<file path="src/rtl/bus_mux_reg.sv">
// Registered priority bus multiplexer: lowest requesting source wins and is driven onto the bus one cycle later.
// Optional multiple-driver detection is compiled in with the BUS_CONTENTION_CHECK_EN macro.
module bus_mux_reg #(
    parameter int  WIDTH = 32,
    parameter int  NSRC  = 32,
    localparam int SELW  = $clog2(NSRC)
) (
    input  logic                  clock,
    input  logic                  clear,
    input  logic [NSRC*WIDTH-1:0] src_data,
    input  logic [NSRC-1:0]       src_out,
    output logic [WIDTH-1:0]      bus_out,
    output logic                  bus_valid,
    output logic [SELW-1:0]       bus_sel
`ifdef BUS_CONTENTION_CHECK_EN
    ,
    input  logic                  err_clear,
    output logic                  contention,
    output logic [7:0]            contention_cnt
`endif
);

    typedef enum logic {
        IDLE  = 1'b0,
        DRIVE = 1'b1
    } state_e;

    state_e            state_q, state_d;
    logic [WIDTH-1:0]  bus_q, bus_d;
    logic [SELW-1:0]   sel_q, sel_d;
    logic              valid_q, valid_d;

    logic              any_s;
    logic [SELW-1:0]   win_idx_s;
    logic [WIDTH-1:0]  win_data_s;

    // Priority encoder: scan downwards so the lowest requesting index is the last one kept.
    always_comb begin
        any_s      = |src_out;
        win_idx_s  = '0;
        win_data_s = '0;
        for (int i = NSRC - 1; i >= 0; i--) begin
            win_idx_s  = src_out[i] ? SELW'(i) : win_idx_s;
            win_data_s = src_out[i] ? src_data[i*WIDTH +: WIDTH] : win_data_s;
        end
    end

    // Next-state logic: a request loads the bus; no request keeps data and index, only drops valid.
    always_comb begin
        state_d = state_q;
        bus_d   = bus_q;
        sel_d   = sel_q;
        valid_d = 1'b0;
        case (state_q)
            IDLE, DRIVE: begin
                if (any_s) begin
                    state_d = DRIVE;
                    bus_d   = win_data_s;
                    sel_d   = win_idx_s;
                    valid_d = 1'b1;
                end else begin
                    state_d = IDLE;
                end
            end
            default: begin
                state_d = IDLE;
            end
        endcase
    end

    // Bus state registers.
    always_ff @(posedge clock or posedge clear) begin
        if (clear) begin
            state_q <= IDLE;
            bus_q   <= '0;
            sel_q   <= '0;
            valid_q <= 1'b0;
        end else begin
            state_q <= state_d;
            bus_q   <= bus_d;
            sel_q   <= sel_d;
            valid_q <= valid_d;
        end
    end

    assign bus_out   = bus_q;
    assign bus_valid = valid_q;
    assign bus_sel   = sel_q;

`ifdef BUS_CONTENTION_CHECK_EN
    logic       multi_s;
    logic       contention_q, contention_d;
    logic [7:0] cnt_q, cnt_d;

    // More than one request is present when clearing the lowest set bit leaves something behind.
    always_comb begin
        multi_s      = |(src_out & (src_out - NSRC'(1)));
        contention_d = contention_q;
        cnt_d        = cnt_q;
        if (err_clear) begin
            contention_d = multi_s;
            cnt_d        = multi_s ? 8'd1 : 8'd0;
        end else if (multi_s) begin
            contention_d = 1'b1;
            cnt_d        = (cnt_q == 8'd255) ? 8'd255 : cnt_q + 8'd1;
        end else begin
            contention_d = contention_q;
            cnt_d        = cnt_q;
        end
    end

    // Contention status registers.
    always_ff @(posedge clock or posedge clear) begin
        if (clear) begin
            contention_q <= 1'b0;
            cnt_q        <= 8'd0;
        end else begin
            contention_q <= contention_d;
            cnt_q        <= cnt_d;
        end
    end

    assign contention     = contention_q;
    assign contention_cnt = cnt_q;
`endif

endmodule

</file>
<file path="config.mk">
export PLATFORM = sky130hd
export DESIGN_NAME = bus_mux_reg
export DESIGN_NICKNAME = d
export VERILOG_FILES = /design/src/rtl/bus_mux_reg.sv
export SDC_FILE = /design/constraint.sdc
export NUM_CORES = 1
export LEC_CHECK = 0
export BUFFER_PORTS_ARGS = -buffer_cell sky130_fd_sc_hd__buf_2
export CORE_AREA = 4 4 423 425
export CTS_CLUSTER_SIZE = 8
export DETAILED_ROUTE_END_ITERATION = 8
export DIE_AREA = 0 0 427 429
export PLACE_DENSITY = 0.3
export SLEW_MARGIN = 20
export SYNTH_ARGS = -nofsm -noshare
export SYNTH_HDL_FRONTEND = slang
export SYNTH_SLANG_ARGS = --single-unit
</file>
<file path="constraint.sdc">
create_clock -name clock -period 2.57 [get_ports clock]
set_input_delay 0.514 -clock clock [delete_from_list [all_inputs] [get_ports clock]]
set_output_delay 0.514 -clock clock [all_outputs]
set_load 0.05 [all_outputs]
</file>
==> impl_metrics.prom, run 1 <==
# TYPE chip_impl_metric gauge
chip_impl_metric{name="max-vdd-ir-drop",unit="mV"} 0.237
chip_impl_metric{name="fin_nets",unit=""} 3872
chip_impl_metric{name="cp_data_required_time",unit="ns"} 2.81
chip_impl_metric{name="cellPowerDensity",unit="mW/mm²"} 241
chip_impl_info{name="unrepaired_setup_endpoints_after_global_routing",value="true"} 1
chip_impl_metric{name="layout_worst_path_cycle_share",unit="%"} 102
chip_impl_metric{name="design_power_total",unit="mW"} 5.55
chip_impl_metric{name="postSynthRegisterBits",unit=""} 38
chip_impl_metric{name="remaining_drcs",unit=""} 0
chip_impl_info{name="timing.critical_path.max_delay_family",value="simple AND/OR/NAND/NOR gates"} 1
chip_impl_metric{name="worstPathArrival",unit="ns"} 2.85
chip_impl_metric{name="drt.antenna.violating_nets",unit=""} 0
chip_impl_metric{name="grt_max_degree",unit=""} 26
chip_impl_metric{name="postSynth.asyncResetShare",unit="%"} 100
chip_impl_info{name="holdCritPathClass",value="in2async"} 1
chip_impl_info{name="postSynth.topFlopCell",value="dfrtp_1"} 1
chip_impl_info{name="critPathKind",value="in2reg"} 1
chip_impl_info{name="timing.critical_path.from_type",value="input pin"} 1
chip_impl_metric{name="fin_worst_hold_slack",unit="ns"} 0.174
chip_impl_metric{name="timing.max_slew.rel_slack",unit="%"} 28.7
chip_impl_metric{name="detailed_place_hpwl",unit="mm"} 175
chip_impl_metric{name="finalClockSkew",unit="ns"} 0
chip_impl_metric{name="largest_driver_fanout_on_the_critical_path",unit=""} 22
chip_impl_info{name="tritoncts_clock_tree",value="yes"} 1
chip_impl_info{name="violations",value="setup timing"} 1
chip_impl_metric{name="critical-path-max-stage-delay",unit="ns"} 0.84
chip_impl_metric{name="finalHoldViolCount",unit=""} 0
chip_impl_metric{name="floorplan.die.height",unit="µm"} 429
chip_impl_metric{name="leakage",unit="nW"} 9.97
chip_impl_metric{name="mappedNetlistArea",unit="mm²"} 0.00943
chip_impl_info{name="critical_path_cell_by_cell",value="clkbuf_4, buf_12, buf_12, nor2b_1, buf_4, nor3_1, a211o_1, a31oi_1, buf_4, o31ai_1"} 1
chip_impl_metric{name="detail_route.wl_per_cell",unit="µm"} 36.3
chip_impl_metric{name="number_of_detailed_routing_iterations_run_before_antenna_repair",unit=""} 8
chip_impl_metric{name="via_count_of_the_first_global_routing_pass",unit=""} 20600
chip_impl_metric{name="cts_sinks",unit=""} 38
chip_impl_info{name="slowest_stage",value="nor3_1"} 1
chip_impl_info{name="endpoint_kind",value="flip-flop"} 1
chip_impl_metric{name="syn-instance-count",unit=""} 1341
chip_impl_metric{name="routed_wirelength",unit="mm"} 189
chip_impl_metric{name="floorplan.rows",unit=""} 154
chip_impl_metric{name="max_cap_violations",unit=""} 0
chip_impl_metric{name="max-clock-path-buffers",unit=""} 2
chip_impl_metric{name="post_synth_num_cell_types",unit=""} 66
chip_impl_metric{name="critical_path_buf_inv_count",unit=""} 5
chip_impl_metric{name="area.growth.synth_to_final",unit="%"} 144
chip_impl_metric{name="place.gp.congestion",unit=""} 0.973
chip_impl_metric{name="grt_antenna_before_repair",unit=""} 148
chip_impl_metric{name="clock_insertion_delay_worst_skew",unit="ns"} 0.33
chip_impl_metric{name="min_period",unit="ns"} 2.61
chip_impl_metric{name="die_w",unit="µm"} 427
chip_impl_metric{name="final-max-slew-violation-count",unit=""} 0
chip_impl_metric{name="start_util",unit="%"} 5.38
chip_impl_metric{name="placeableCoreArea",unit="mm²"} 0.175
chip_impl_metric{name="grt_usage",unit="%"} 19.5
chip_impl_metric{name="nFillCells",unit=""} 20700
chip_impl_metric{name="final-setup-viol-count",unit=""} 3
chip_impl_metric{name="vias_per_cell",unit=""} 3.91
chip_impl_metric{name="postSynthAreaPerCell",unit="µm²"} 7.03
chip_impl_metric{name="synth-seq-area-share",unit="%"} 10.1
chip_impl_metric{name="final_core_utilization",unit="%"} 13.1
chip_impl_metric{name="routed-via-count",unit=""} 20400
chip_impl_metric{name="detail_route.iter0.violations",unit=""} 1645
chip_impl_metric{name="clkSlewWorstSetupHoldPaths",unit="ns"} 0.09
chip_impl_metric{name="buffer_ports.inserted",unit=""} 1095
chip_impl_metric{name="drive_gt1_share",unit="%"} 63.5
chip_impl_metric{name="first_pass_grt_wire_length",unit="mm"} 232
chip_impl_metric{name="yosys_warnings",unit=""} 0
chip_impl_metric{name="post-route-worst-setup-slack",unit="ns"} -0.0421
chip_impl_metric{name="ctsHtreeMaxLevel",unit=""} 2
chip_impl_metric{name="synth_edf_count",unit=""} 0
chip_impl_metric{name="fp.dieArea",unit="mm²"} 0.183
chip_impl_metric{name="grt.overflow.total",unit=""} 0
chip_impl_metric{name="achievable-frequency",unit="GHz"} 0.383
chip_impl_metric{name="cts_made_buffers",unit=""} 5
chip_impl_metric{name="tightestPinTransition",unit="ns"} 1.06
chip_impl_info{name="cts_root_buf",value="clkbuf_16"} 1
chip_impl_metric{name="ios",unit=""} 1096
chip_impl_metric{name="synth.net_count",unit=""} 2399
chip_impl_info{name="status",value="finished, violations left"} 1
[where the power goes]
group,internal [mW],switching [mW]
clock,0.366,0.423
sequential,0.651,0.0737
combinational,1.68,2.36
[synth_stat cells (10+ instances only)]
| cell | number | share of area [%] |
|---|---|---|
| nor2b_1 | 29 | 1.9 |
| nor3_1 | 42 | 2.2 |
| inv_1 | 26 | 1.0 |
| clkbuf_1 | 110 | 4.4 |
| a21oi_1 | 76 | 4.0 |
| nor4_1 | 10 | 0.66 |
| o31ai_1 | 23 | 1.8 |
| nand2_1 | 29 | 1.2 |
| o21ai_0 | 90 | 4.8 |
| buf_2 | 36 | 1.9 |
| o211ai_1 | 16 | 1.3 |
| a2111oi_0 | 10 | 0.93 |
| a221oi_1 | 169 | 16 |
| a222oi_1 | 15 | 1.6 |
| o311ai_0 | 18 | 1.7 |
| buf_1 | 14 | 0.56 |
| or2_2 | 14 | 0.93 |
| a221o_1 | 63 | 6.7 |
| a31oi_1 | 12 | 0.80 |
| nor2_1 | 107 | 4.3 |
| nand2b_1 | 19 | 1.3 |
| nand3_1 | 11 | 0.58 |
| dfrtp_1 | 38 | 10 |
| a31o_2 | 11 | 1.0 |
| a211oi_1 | 14 | 1.1 |
| o21a_1 | 10 | 0.80 |
| o221ai_1 | 89 | 8.3 |
| o22ai_1 | 104 | 6.9 |
| o21bai_1 | 13 | 1.0 |
[worst register-to-register path, cell delays in order (launching register included)]
cell and delay [ns]:
dfrtp_1 0.48, a222oi_1 0.75, o21ai_0 0.19
[area by class of cell]
type                       instances  area (µm²)  area share, %
inverter                          33         130          0.566
clock buffer                       6         129          0.560
multi-input combinational       1105        8420           36.6
antenna                           49         123          0.533
timing repair buffer            1631       10300           44.8
clock inverter                     2        13.8         0.0598
sequential                        38         951           4.13
tap                             2340        2930           12.7
[flip-flops by register name (all words and copies together) (netlist names)]
| register | cells |
|---|---|
| bus_out | 32 |
| bus_sel | 5 |
| bus_valid | 1 |
[repair_timing]
| action | CTS | global route |
|---|---|---|
| setup endpoints to repair | 36 | 27 |
| hold buffers | 0 | 0 |
| gates resized for setup | 84 | 72 |
| buffers inserted | 3 | 4 |
| pin swaps | 10 | 24 |
[routing by layer]
metal	up-vias	part of all wire (%)	GRT usage [%]
met5	-	0.075	0
met4	26	2.6	4.43
met3	223	6.3	3.23
met2	1099	51	35.2
met1	10200	40	24.1
li1	8800	-	-
[final timing paths]
kind / cells past startpoint / startpoint / slack (ns) / end
worst max-delay path: 10 / src_out[22] / -0.04 / bus_out[5]
worst min-delay path: 2 / clear / 0.17 / bus_out[29]
worst max register to register: 2 / bus_out[17] / 0.99 / bus_out[17]
worst min register to register: 2 / bus_sel[0] / 0.50 / bus_sel[0]
max in group asynchronous: 3 / clear / 1.80 / bus_sel[0]
min in group clock: 3 / src_data[4] / 0.41 / bus_out[4]
[cells by family (layout without fill, tap and decap cells)]
group                  count (synthesis)  count (layout)  share of synthesized area (%)
AO/OA/AOI/OAI                        793             793                           64.0
AND/OR/NAND/NOR                      309             309                           16.8
buffers and inverters                198            1672                           8.68
flip-flops                            38              38                           10.1
multiplexers                           3               3                          0.358
other                                  0              49                              0
[placed cells by master, fill, tap and decap left out, types with 10 or more instances in the layout]
cell type	n
nor2_1	97
a221o_1	62
nor3_1	40
dfrtp_1	38
a221oi_1	142
nand2_1	28
o31ai_1	22
buf_4	470
o211ai_1	16
a31o_2	11
a221oi_2	26
o221ai_1	82
o21ai_0	84
a222oi_1	15
buf_2	1090
buf_12	60
nor2_2	10
o22ai_1	97
o21bai_1	13
nand3_1	11
inv_1	25
diode_2	49
nand2b_1	16
a21oi_1	66
nor2b_1	17
o21a_1	10
[through the flow]
step	setup TNS [ns]	cells	instance area (µm²)	worst slack [ns]
global placement	-28.74	5143	22000	-1.82
global route	-0.115	5177	22900	-0.0365
detailed placement	-26.94	5144	22000	-1.49
finish	-0.0846	5204	23000	-0.0421
CTS	-0.211	5154	22600	-0.0997
floorplan	0	1341	9430	0.269
(Power assumes the default switching activity.)
==> run 2: changes to the inputs <==
CORE_AREA = 2 2 421 423   (was 4 4 423 425)
DIE_AREA = 0 0 423 425   (was 0 0 427 429)
==> run 2 against run 1 <==
The run still ends with setup timing left. Sequential power shrank 2.8%. Via count grew 0.65%. Final cell count shrank 0.23%. Fmax shrank 5.3%. Critical endpoint is now bus_out[22]. Largest power group unchanged.
==> impl_metrics.prom, run 2 (synthesis results as in run 1) <==
# TYPE chip_impl_metric gauge
chip_impl_info{name="timing.critical_path.from_type",value="input pin"} 1
chip_impl_metric{name="post-route-worst-setup-slack",unit="ns"} -0.189
chip_impl_info{name="crit_path_frequent_cell",value="buf_12"} 1
chip_impl_metric{name="swShare",unit="%"} 50.8
chip_impl_metric{name="achievable-frequency",unit="GHz"} 0.362
chip_impl_metric{name="critical-path-max-stage-delay",unit="ns"} 1.01
chip_impl_metric{name="fin_nets",unit=""} 3884
chip_impl_metric{name="grt_max_degree",unit=""} 23
chip_impl_metric{name="place.gp.congestion",unit=""} 0.999
chip_impl_metric{name="pwr-share-clk",unit="%"} 14.0
chip_impl_metric{name="fp.dieArea",unit="mm²"} 0.180
chip_impl_metric{name="p_sw",unit="mW"} 2.82
chip_impl_info{name="endpoint_kind",value="flip-flop"} 1
chip_impl_metric{name="drt.antenna.violating_nets",unit=""} 0
chip_impl_metric{name="detail_route.wl_per_cell",unit="µm"} 35.6
chip_impl_metric{name="power.share.sequential",unit="%"} 12.7
chip_impl_metric{name="floorplan.rows",unit=""} 154
chip_impl_metric{name="timing.max_slew.rel_slack",unit="%"} 20.0
chip_impl_metric{name="cts_made_buffers",unit=""} 5
chip_impl_metric{name="sequential_cell_area",unit="µm²"} 951
chip_impl_metric{name="max-clock-path-buffers",unit=""} 2
chip_impl_metric{name="p_int",unit="mW"} 2.73
chip_impl_info{name="cts_root_buf",value="clkbuf_16"} 1
chip_impl_metric{name="worstPathArrival",unit="ns"} 2.97
chip_impl_metric{name="max-vdd-ir-drop",unit="mV"} 0.243
chip_impl_metric{name="power.share.combinational",unit="%"} 73.3
chip_impl_metric{name="grt_antenna_before_repair",unit=""} 129
chip_impl_metric{name="detail_route.iter0.violations",unit=""} 1862
chip_impl_info{name="holdCritPathClass",value="in2async"} 1
chip_impl_metric{name="start_util",unit="%"} 5.38
chip_impl_metric{name="number_of_detailed_routing_iterations_run_before_antenna_repair",unit=""} 8
chip_impl_metric{name="drive_gt1_share",unit="%"} 63.3
chip_impl_info{name="most_common_cell_after_layout_fill_and_taps_aside",value="buf_2"} 1
chip_impl_metric{name="flip_flop_count_of_the_largest_register_all_copies_and_words_added",unit=""} 32
chip_impl_metric{name="floorplan.die.height",unit="µm"} 425
chip_impl_metric{name="tightestPinTransition",unit="ns"} 1.20
chip_impl_metric{name="max_cap_violations",unit=""} 0
chip_impl_metric{name="final-max-slew-violation-count",unit=""} 0
chip_impl_metric{name="ctsHtreeMaxLevel",unit=""} 2
chip_impl_metric{name="buffer_ports.inserted",unit=""} 1095
chip_impl_info{name="critical_path_cell_by_cell",value="buf_8, buf_12, nand2b_4, buf_12, o221ai_4, o21ai_2, a222oi_1, buf_4, o31ai_4, mux2_4"} 1
chip_impl_metric{name="area.growth.synth_to_final",unit="%"} 144
chip_impl_info{name="timing.critical_path.max_delay_family",value="compound AO/OA/AOI/OAI gates"} 1
chip_impl_metric{name="leakage",unit="nW"} 10.0
chip_impl_metric{name="routed-via-count",unit=""} 20500
chip_impl_metric{name="placeableCoreArea",unit="mm²"} 0.175
chip_impl_info{name="unrepaired_setup_endpoints_after_global_routing",value="true"} 1
chip_impl_metric{name="pre_cts_ws",unit="ns"} -1.19
chip_impl_info{name="tritoncts_clock_tree",value="yes"} 1
chip_impl_metric{name="first_pass_grt_wire_length",unit="mm"} 226
chip_impl_metric{name="critical_path_buf_inv_count",unit=""} 4
chip_impl_metric{name="remaining_drcs",unit=""} 0
chip_impl_metric{name="grt_usage",unit="%"} 19.3
chip_impl_metric{name="ios",unit=""} 1096
chip_impl_metric{name="nFillCells",unit=""} 20700
chip_impl_info{name="critPathKind",value="in2reg"} 1
chip_impl_metric{name="grt.overflow.total",unit=""} 0
chip_impl_info{name="most-common-layout-cells",value="1087 x buf_2, 479 x buf_4, 147 x a221oi_1, 99 x o22ai_1, 98 x nor2_1"} 1
chip_impl_metric{name="vias_per_cell",unit=""} 3.95
chip_impl_metric{name="routed_wirelength",unit="mm"} 185
chip_impl_metric{name="cp_data_required_time",unit="ns"} 2.78
chip_impl_metric{name="die_w",unit="µm"} 423
chip_impl_metric{name="clock_insertion_delay_worst_skew",unit="ns"} 0.34
chip_impl_metric{name="clkSlewWorstSetupHoldPaths",unit="ns"} 0.08
chip_impl_metric{name="via_count_of_the_first_global_routing_pass",unit=""} 20400
chip_impl_metric{name="cts_sinks",unit=""} 38
chip_impl_metric{name="largest_driver_fanout_on_the_critical_path",unit=""} 4
chip_impl_metric{name="layout_worst_path_cycle_share",unit="%"} 107
chip_impl_info{name="status",value="finished, violations left"} 1
chip_impl_metric{name="detailed_place_hpwl",unit="mm"} 170
chip_impl_metric{name="multi_input_comb_area",unit="mm²"} 0.00840
chip_impl_info{name="violations",value="setup timing"} 1
chip_impl_metric{name="finalClockSkew",unit="ns"} 0
chip_impl_metric{name="min_period",unit="ns"} 2.76
chip_impl_metric{name="design_power_total",unit="mW"} 5.54
chip_impl_metric{name="cellPowerDensity",unit="mW/mm²"} 241
chip_impl_metric{name="final-setup-viol-count",unit=""} 3
chip_impl_metric{name="finalHoldViolCount",unit=""} 0
chip_impl_info{name="slowest_stage",value="a222oi_1"} 1
run 2: cell types whose count changed in the layout (fill, tap and decap cells not counted), moves of 4 or more:
cell	delta
diode_2	-22
buf_4	+9
buf_8	+4
a221oi_1	+5
a221oi_4	+5
o22ai_2	-4
buf_12	-6
a221oi_2	-10
buf_6	+4
o21ai_0	-5
run 2: stage by stage:
step | hold WS, ns | TNS [ns] | std cells | area (µm²) | utilization [%]
floorplan | 0.636 | 0 | 1341 | 9430 | -
global placement | 0.462 | -22.83 | 5141 | 21800 | 12.5
detailed placement | 0.464 | -22.47 | 5141 | 21800 | 12.5
CTS | 0.115 | -0.197 | 5148 | 22500 | 12.8
global route | 0.129 | -0.0989 | 5182 | 23000 | 13.1
finish | 0.125 | -0.211 | 5192 | 23000 | 13.1
run 2: path summary, 6_finish.rpt:
check / slack, ns / cells past startpoint / endpoint / startpoint
setup / recovery: -0.19 / 10 / bus_out[22] / src_out[6]
setup reg to reg: 1.25 / 2 / bus_out[31] / bus_out[31]
hold reg to reg: 0.48 / 2 / bus_sel[0] / bus_sel[0]
max in group asynchronous: 1.72 / 3 / bus_out[26] / clear
hold / removal: 0.12 / 2 / bus_out[29] / clear
min in group clock: 0.43 / 3 / bus_out[19] / src_data[51]
run 2: worst reg2reg max path, delay by kind of cell, from the launching register on:
family / cells / cell delay [ns]
AO/OA/AOI/OAI: 2 / 0.75
flip-flops: 1 / 0.42
run 2: layout make-up:
cell class / instances / area share [%]
tap: 2340 / 12.7
multi-input combinational: 1106 / 36.5
timing repair buffer: 1642 / 45.2
sequential: 38 / 4.13
antenna: 27 / 0.294
inverter: 33 / 0.571
clock buffer: 6 / 0.603
run 2: metal layers:
layer / vias to the layer above / GRT usage [%] / share of wire, %
li1: 8792 / - / -
met1: 10300 / 24.5 / 42
met2: 1162 / 34.5 / 50
met3: 216 / 3.27 / 5.9
met4: 42 / 3.01 / 2.0
met5: - / 0 / 0.15
run 2: timing repair:
| item | CTS | global route |
|---|---|---|
| hold buffers | 0 | 0 |
| endpoints found under the setup margin | 33 | 26 |
| setup buffers | 2 | 20 |
| pin swaps | 6 | 17 |
| gates cloned | 0 | 2 |
| resized for setup | 110 | 74 |
run 2: power by group through the flow:
stage                     Clock, mW  Combinational (mW)  Sequential, mW
after floorplan                   0               0.945           0.881
after CTS                     0.830                4.02           0.702
after detailed placement          0                3.91           0.714
after global routing          0.826                4.25           0.707
final                         0.775                4.06           0.704
after global placement            0                3.93           0.716
